### src/rtl/uart_cmd_rx.sv
// UART 8N1 receiver with a 4-byte command-frame parser (sync, command, data, XOR checksum).
// The serial input passes through a two-flop synchroniser; the bit FSM and the frame parser
// each register every output, so UART_RX has no combinational path to any port.
module uart_cmd_rx #(
    parameter int          CLK_FREQ     = 50000000,
    parameter int          BAUD         = 115200,
    parameter logic [7:0]  SYNC_BYTE    = 8'hA5,
    parameter int          TIMEOUT_BITS = 40
) (
    input  logic       sys_clock,
    input  logic       reset_n,
    input  logic       UART_RX,
    output logic       byte_valid,
    output logic [7:0] byte_data,
    output logic       cmd_valid,
    output logic [7:0] cmd_code,
    output logic [7:0] cmd_data,
    output logic       err_framing,
    output logic       err_checksum
);

    localparam int CLKS_PER_BIT   = CLK_FREQ / BAUD;
    localparam int HALF_BIT       = CLKS_PER_BIT / 2;
    localparam int CNT_W          = $clog2(CLKS_PER_BIT + 1);
    localparam int TIMEOUT_CYCLES = TIMEOUT_BITS * CLKS_PER_BIT;
    localparam int TO_W           = $clog2(TIMEOUT_CYCLES + 1);

    localparam logic [CNT_W-1:0] BIT_LAST  = CNT_W'(CLKS_PER_BIT - 1);
    localparam logic [CNT_W-1:0] HALF_LAST = CNT_W'(HALF_BIT - 1);
    localparam logic [TO_W-1:0]  TO_LAST   = TO_W'(TIMEOUT_CYCLES - 1);

    typedef enum logic [2:0] {IDLE, START, DATA, STOP, BREAK} bit_state_t;
    typedef enum logic [1:0] {P_SYNC, P_CMD, P_DATA, P_SUM} parse_state_t;

    logic rx_meta, rx_s;

    bit_state_t       bit_state, bit_next;
    logic [CNT_W-1:0] cnt, cnt_next;
    logic [2:0]       idx, idx_next;
    logic [7:0]       shift, shift_next;
    logic             byte_valid_next, err_framing_next;
    logic [7:0]       byte_data_next;

    parse_state_t    p_state, p_next;
    logic [7:0]      cmd_tmp, cmd_tmp_next, data_tmp, data_tmp_next;
    logic [7:0]      cmd_code_next, cmd_data_next;
    logic            cmd_valid_next, err_checksum_next;
    logic [TO_W-1:0] to_cnt, to_next;

    // Two-flop synchroniser; resets to the idle line level.
    always_ff @(posedge sys_clock) begin
        if (!reset_n) begin
            rx_meta <= 1'b1;
            rx_s    <= 1'b1;
        end else begin
            rx_meta <= UART_RX;
            rx_s    <= rx_meta;
        end
    end

    // Bit FSM state and datapath registers.
    always_ff @(posedge sys_clock) begin
        if (!reset_n) begin
            bit_state   <= IDLE;
            cnt         <= '0;
            idx         <= '0;
            shift       <= '0;
            byte_valid  <= 1'b0;
            byte_data   <= '0;
            err_framing <= 1'b0;
        end else begin
            bit_state   <= bit_next;
            cnt         <= cnt_next;
            idx         <= idx_next;
            shift       <= shift_next;
            byte_valid  <= byte_valid_next;
            byte_data   <= byte_data_next;
            err_framing <= err_framing_next;
        end
    end

    // Bit FSM next state: mid-bit sampling, LSB-first shift, stop-bit check.
    always_comb begin
        bit_next         = bit_state;
        cnt_next         = cnt;
        idx_next         = idx;
        shift_next       = shift;
        byte_valid_next  = 1'b0;
        byte_data_next   = byte_data;
        err_framing_next = 1'b0;
        case (bit_state)
            IDLE: begin
                if (!rx_s) begin
                    bit_next = START;
                    cnt_next = '0;
                end
            end
            START: begin
                if (cnt == HALF_LAST) begin
                    cnt_next = '0;
                    if (!rx_s) begin
                        bit_next = DATA;
                        idx_next = '0;
                    end else begin
                        bit_next = IDLE;
                    end
                end else begin
                    cnt_next = cnt + 1'b1;
                end
            end
            DATA: begin
                if (cnt == BIT_LAST) begin
                    cnt_next   = '0;
                    shift_next = {rx_s, shift[7:1]};
                    if (idx == 3'd7) bit_next = STOP;
                    else             idx_next = idx + 3'd1;
                end else begin
                    cnt_next = cnt + 1'b1;
                end
            end
            STOP: begin
                if (cnt == BIT_LAST) begin
                    cnt_next = '0;
                    if (rx_s) begin
                        byte_valid_next = 1'b1;
                        byte_data_next  = shift;
                        bit_next        = IDLE;
                    end else begin
                        err_framing_next = 1'b1;
                        bit_next         = BREAK;
                    end
                end else begin
                    cnt_next = cnt + 1'b1;
                end
            end
            BREAK: begin
                // A held-low line must return high before another start bit is accepted.
                if (rx_s) bit_next = IDLE;
            end
            default: bit_next = IDLE;
        endcase
    end

    // Parser FSM state, frame holding registers and command outputs.
    always_ff @(posedge sys_clock) begin
        if (!reset_n) begin
            p_state      <= P_SYNC;
            cmd_tmp      <= '0;
            data_tmp     <= '0;
            cmd_code     <= '0;
            cmd_data     <= '0;
            cmd_valid    <= 1'b0;
            err_checksum <= 1'b0;
            to_cnt       <= '0;
        end else begin
            p_state      <= p_next;
            cmd_tmp      <= cmd_tmp_next;
            data_tmp     <= data_tmp_next;
            cmd_code     <= cmd_code_next;
            cmd_data     <= cmd_data_next;
            cmd_valid    <= cmd_valid_next;
            err_checksum <= err_checksum_next;
            to_cnt       <= to_next;
        end
    end

    // Parser next state: frame sequencing, checksum, framing-error and timeout resync.
    always_comb begin
        p_next            = p_state;
        cmd_tmp_next      = cmd_tmp;
        data_tmp_next     = data_tmp;
        cmd_code_next     = cmd_code;
        cmd_data_next     = cmd_data;
        cmd_valid_next    = 1'b0;
        err_checksum_next = 1'b0;
        to_next           = to_cnt;

        // Timeout only accumulates while a frame is open and the line sits between bytes.
        if (p_state == P_SYNC || byte_valid) begin
            to_next = '0;
        end else if (bit_state == IDLE) begin
            if (to_cnt == TO_LAST) begin
                to_next = '0;
                p_next  = P_SYNC;
            end else begin
                to_next = to_cnt + 1'b1;
            end
        end

        if (err_framing && p_state != P_SYNC) begin
            p_next = P_SYNC;
        end else if (byte_valid) begin
            case (p_state)
                P_SYNC: if (byte_data == SYNC_BYTE) p_next = P_CMD;
                P_CMD: begin
                    cmd_tmp_next = byte_data;
                    p_next       = P_DATA;
                end
                P_DATA: begin
                    data_tmp_next = byte_data;
                    p_next        = P_SUM;
                end
                P_SUM: begin
                    if (byte_data == (cmd_tmp ^ data_tmp)) begin
                        cmd_code_next  = cmd_tmp;
                        cmd_data_next  = data_tmp;
                        cmd_valid_next = 1'b1;
                    end else begin
                        err_checksum_next = 1'b1;
                    end
                    p_next = P_SYNC;
                end
                default: p_next = P_SYNC;
            endcase
        end
    end

endmodule

### config.mk
export PLATFORM = sky130hd
export DESIGN_NAME = uart_cmd_rx
export DESIGN_NICKNAME = d
export VERILOG_FILES = /design/src/rtl/uart_cmd_rx.sv
export SDC_FILE = /design/constraint.sdc
export NUM_CORES = 1
export LEC_CHECK = 0
export CAP_MARGIN = 20
export CORE_AREA = 4 4 139 108
export CTS_CLUSTER_SIZE = 8
export DETAILED_ROUTE_END_ITERATION = 6
export DIE_AREA = 0 0 143 112
export GPL_TIMING_DRIVEN = 0
export PLACE_DENSITY = 0.53
export REMOVE_ABC_BUFFERS = 1
export SLEW_MARGIN = 20
export SYNTH_ARGS = -nofsm -noshare
export SYNTH_HDL_FRONTEND = slang
export SYNTH_SLANG_ARGS = --single-unit
### constraint.sdc
create_clock -name sys_clock -period 2.51 [get_ports sys_clock]
set_input_delay 0.502 -clock sys_clock [delete_from_list [all_inputs] [get_ports sys_clock]]
set_output_delay 0.502 -clock sys_clock [all_outputs]
set_load 0.01 [all_outputs]
======== Word-level counts from Yosys, hierarchy flattened ========
Index checks and enable logic that the tools add are counted.
storage, ports and cells
  flip-flop bits (word level) ............. 86
  input bits .............................. 3
  output and inout port bits .............. 28
operators by class
  add/sub/neg operators ................... 3
  equal/unequal tests ..................... 21
  muxes and demuxes ....................... 29
  bitwise gates (word level) .............. 5
  reduce and logical (&&, ||, !) cells .... 20
operator list
  cell                                                  count
  2-to-1 mux 3 bit                                      11
  2-to-1 mux 9 bit                                      3
  one-hot mux 9 bit (3 select lines)                    1
  != test 2 bit (second input constant)                 8
  adder 15 x 1 -> 15 bit (second input constant)        1
  equality test 15 bit (second input constant)          1
  2-to-1 mux 15 bit                                     1
  one-hot mux 3 bit (5 select lines)                    1
  2-to-1 mux 2 bit                                      6
  AND reduction 3 bit                                   4
  adder 9 x 1 -> 9 bit (second input constant)          1
  equality test 9 x 8 -> 1 bit (second input constant)  1
  equality test 9 bit (second input constant)           1
  equality test 8 bit                                   1
  equality test 8 bit (second input constant)           1
  one-hot mux 2 bit (4 select lines)                    1
  XOR 8 bit                                             1
  equality test 3 x 2 -> 1 bit (second input constant)  2
  equality test 3 bit (second input constant)           2
  one-hot mux 3 bit (2 select lines)                    1
  AND reduction 6 bit                                   1
  OR reduction 2 bit                                    3
  AND reduction 5 bit                                   1
  equality test 2 bit (second input constant)           2
  other kinds (14)                                      22

======== Longest topological paths before layout ========
  depth after elaboration ................. 7
  depth in mapped cells ................... 8

======== Worst setup path before layout ========
OpenSTA, ideal clock, no wires.
  kind .................................... flip-flop to flip-flop
  start point ............................. reg to_cnt[0]
  end point ............................... reg p_state[0]
  library setup time ...................... 117 ps
  data arrival time ....................... 1,635 ps
  path slack .............................. 758 ps
  stages on the path, launching flop included .. 6
  path buffers ............................ 0
  cells stage by stage .................... dfxtp_1 > ha_1 > nor4b_4 > nand4_1 > or4_1 > and4b_1
between the ends
  cells in the longest elaborated chain, start to end .. 7
ends and longest elaborated chain
  element                             RTL line  text
  from (decl)                         48        logic [TO_W-1:0] to_cnt, to_next;
  from (signal assigned)              163       to_cnt <= to_next;
  equality test 15 bit (*)            182       if (to_cnt == TO_LAST) begin
  2-to-1 mux 2 bit (*)                182
  2-to-1 mux 2 bit (*)                181       end else if (bit_state == IDLE) begin
  2-to-1 mux 2 bit (*)                179       if (p_state == P_SYNC || byte_valid) begin
  2-to-1 mux 2 bit                    194       P_SYNC: if (byte_data == SYNC_BYTE) p_next = P_CMD;
  one-hot mux 2 bit (4 select lines)  193       case (p_state)
  2-to-1 mux 2 bit (*)                192       end else if (byte_valid) begin
  to (signal assigned)                156       p_state <= p_next;
  to (decl)                           44        parse_state_t p_state, p_next;
Every way passes the cells marked *; elsewhere a longest branch is shown, timed or not.
A chain may end at the register's enable or synchronous reset.

======== Final worst setup path ========
  start point ............................. reg byte_data[0]
  end point ............................... reg cmd_code[1]
between the ends
  cells in the longest elaborated chain, start to end .. 2
ends and longest elaborated chain
  element                               RTL line  text
  from (decl)                           14        output logic [7:0] byte_data,
  from (signal assigned)                77        byte_data <= byte_data_next;
  equality test 8 bit                   204       if (byte_data == (cmd_tmp ^ data_tmp)) begin
  AND reduction 4 bit (no source line)  -
  to (signal assigned)                  159       cmd_code <= cmd_code_next;
  to (decl)                             16        output logic [7:0] cmd_code,
No other way between the ends.

==> reports/qor.csv <==
metric,value,unit
holdWs,0.409,ns
drive_above_1_share,7.88,%
hold_viol,0,
wl_per_cell,13.6,um
antenna_found_initial,0,
placed_cells,615,
place_hpwl,5.91,mm
gp_congestion,0.764,
status,"finished, final reports clean",
period_minus_slack,2.28,ns
vias,3039,
setup_violations,0,
vias_per_cell,4.81,
die_height,112,um
area_growth_syn_to_layout,19.8,%
r2r-start,byte_data[0],
irDropWorstVdd,338,uV
r2r-end,cmd_code[1],
holdPathStages,1,
grt_pass1_vias,2971,
numCtsBuffers,9,
min_from,rx_meta,
relSlewSlack,50.4,%
final_common_cell,dfxtp_1,
max_freq,438,MHz
ctsHoldBuffers,0,
dieArea,16000,um^2
crit_path_end_kind,flop,
synth.distinct_cells,49,
start_util,29.7,%
placed_area,4510,um^2
async_flop_share,0,%
synthCells,428,
synth_edf_count,0,
min_delay_worst_endpoint,rx_s,
final_max_slew_viol_count,0,
ys_ff_latch,86,
grt_pass1_wl,14.7,mm
skew,0.00878,ns
switching_share,20.5,%
cts_tree,done,
p_sw,0.580,mW
rows,37,
hold_path.class,flop to flop,
grt_max_degree,44,
layout.cells.non_filler,632,
r2r_setup_slack,0.23,ns
clk_pin_slew,0.06,ns
worstSetupStartpoint,byte_data[0],
cp_top_family,simple AND/OR/NAND/NOR gates,
critPathMaxStageDelay,0.55,ns
h-tree-depth,3,
root_buffer,clkbuf_16,
core_area,13600,um^2
p_clk_share,49.9,%
ys.flop_type,dfxtp_1,
r2r.worst_path.cells,6,
synth_area,4030,um^2
fin_area,4830,um^2
drc,0,
drt-total-wl,8.57,mm
numPortBuffers,30,
p_leak,1.67,nW
post_cts.repair.setup_buffers,0,
ios,31,
yosysWarningCount,0,
grt_overflow,0,
power_frac_seq,48.4,%
cp.arrival,2.55,ns
crit_fanout,6,
p_int,2.25,mW
setup_ws,0.229,ns
die_w,143,um
layout_common_cells,"dfxtp_1 (86), nand2_1 (59), mux2i_1 (52)",
rsz0062_at_grt,false,
crit_type,flop to flop,
critPathLaunchType,flop,
yosysSeqAreaShare,42.7,%
setup_tns,0,ns
max-cap-violations,0,
clock_latency,0.34,ns
drt-pass1-iter-count,6,
clkSinkCount,86,
p_comb_share,1.7,%
cp.depth,6,
clock_path_buffers,2,
nets,465,
cp_slowest_cell,nor4_2,
track_usage,11.1,%
path_cells,xnor3_1 -> nand4_1 -> nor4_2 -> buf_4 -> buf_2 -> mux2i_1,
avgSynthCellArea,9.42,um^2
n_antenna_cell,0,
worst_slew_pin_slew,0.743,ns
cp.buffers_inverters,2,
p_per_area,587,nW/um^2
final_antenna_net_count,0,
ctsResizeCount,0,
drtIter0Drc,171,
crit_required,2.78,ns
pre_cts_ws,0.00389,ns
finalCritPeriodShare,90.9,%
==> registers in the layout (all words and copies together) (netlist names) <==
signal / flops
cmd_tmp: 8
cnt: 9
bit_state: 3
p_state: 2
cmd_valid: 1
err_checksum: 1
rx_s: 1
idx: 3
byte_data: 8
cmd_code: 8
err_framing: 1
cmd_data: 8
shift: 8
to_cnt: 15
byte_valid: 1
data_tmp: 8
rx_meta: 1
==> cell usage after synthesis (all sizes together) (7+ instances only) <==
cell	n	share of area (%)
o21ai	7	0.87
xor2	8	1.7
or3	8	1.2
inv	7	0.65
dfxtp	86	43
nand4	9	1.4
clkbuf	18	1.7
nor3	8	1.1
o211ai	8	1.5
mux2i	52	13
ha	10	3.1
nor2	45	4.2
nand3	12	1.5
nand2	59	5.5
xnor3	8	4.5
a21oi	13	1.8
nor4	9	1.8
==> layout make-up <==
cell class / count / area, um^2
sequential: 86 / 1720
timing repair buffer: 36 / 345
inverter: 8 / 31.3
multi-input combinational: 311 / 2200
clock buffer: 11 / 233
fill: 1360 / 8730
tap: 175 / 219
clock inverter: 5 / 83.8
==> per-layer routing <==
layer	track usage, %	routed length, um	vias to the layer above
met2	16.1	3600	34
li1	-	-	1573
met3	2.83	220	4
met5	0	0	-
met4	3.04	57	0
met1	16.2	4690	1428
==> power groups by stage <==
stage,clock [mW],combinational (mW),sequential (mW)
3_5_place_dp,0,0.0488,1.40
4_1_cts,1.46,0.0489,1.37
5_1_grt,1.52,0.0534,1.37
3_3_place_gp,0,0.0454,1.40
6_report,1.41,0.0487,1.37
2_1_floorplan,0,0.0224,1.40
==> cell families after synthesis <==
group | count (synthesis) | share of synthesized area, %
AND/OR/NAND/NOR | 189 | 24.7
flip-flops | 86 | 42.7
XOR/XNOR | 18 | 6.64
adder cells (fa/ha/maj) | 10 | 3.10
buffers and inverters | 31 | 3.10
multiplexers | 53 | 13.2
AO/OA/AOI/OAI | 41 | 6.52
==> metrics by stage <==
stage | total power, mW | util [%]
2_1_floorplan | 1.42 | -
3_3_place_gp | 1.45 | 32.8
3_5_place_dp | 1.45 | 33.2
4_1_cts | 2.88 | 35.6
5_1_grt | 2.95 | 35.6
6_report | 2.83 | 35.6
==> worst max path at each step <==
stage | to | slack [ns]
floorplan | cmd_code[0] | -1.05
global placement | cmd_data[0] | -2.28
detailed placement | to_cnt[7] | 0.004
CTS | to_cnt[7] | 0.001
global route | cmd_data[1] | 0.06
finish | cmd_code[1] | 0.23
Note: power is estimated with default switching activity, not from simulation.
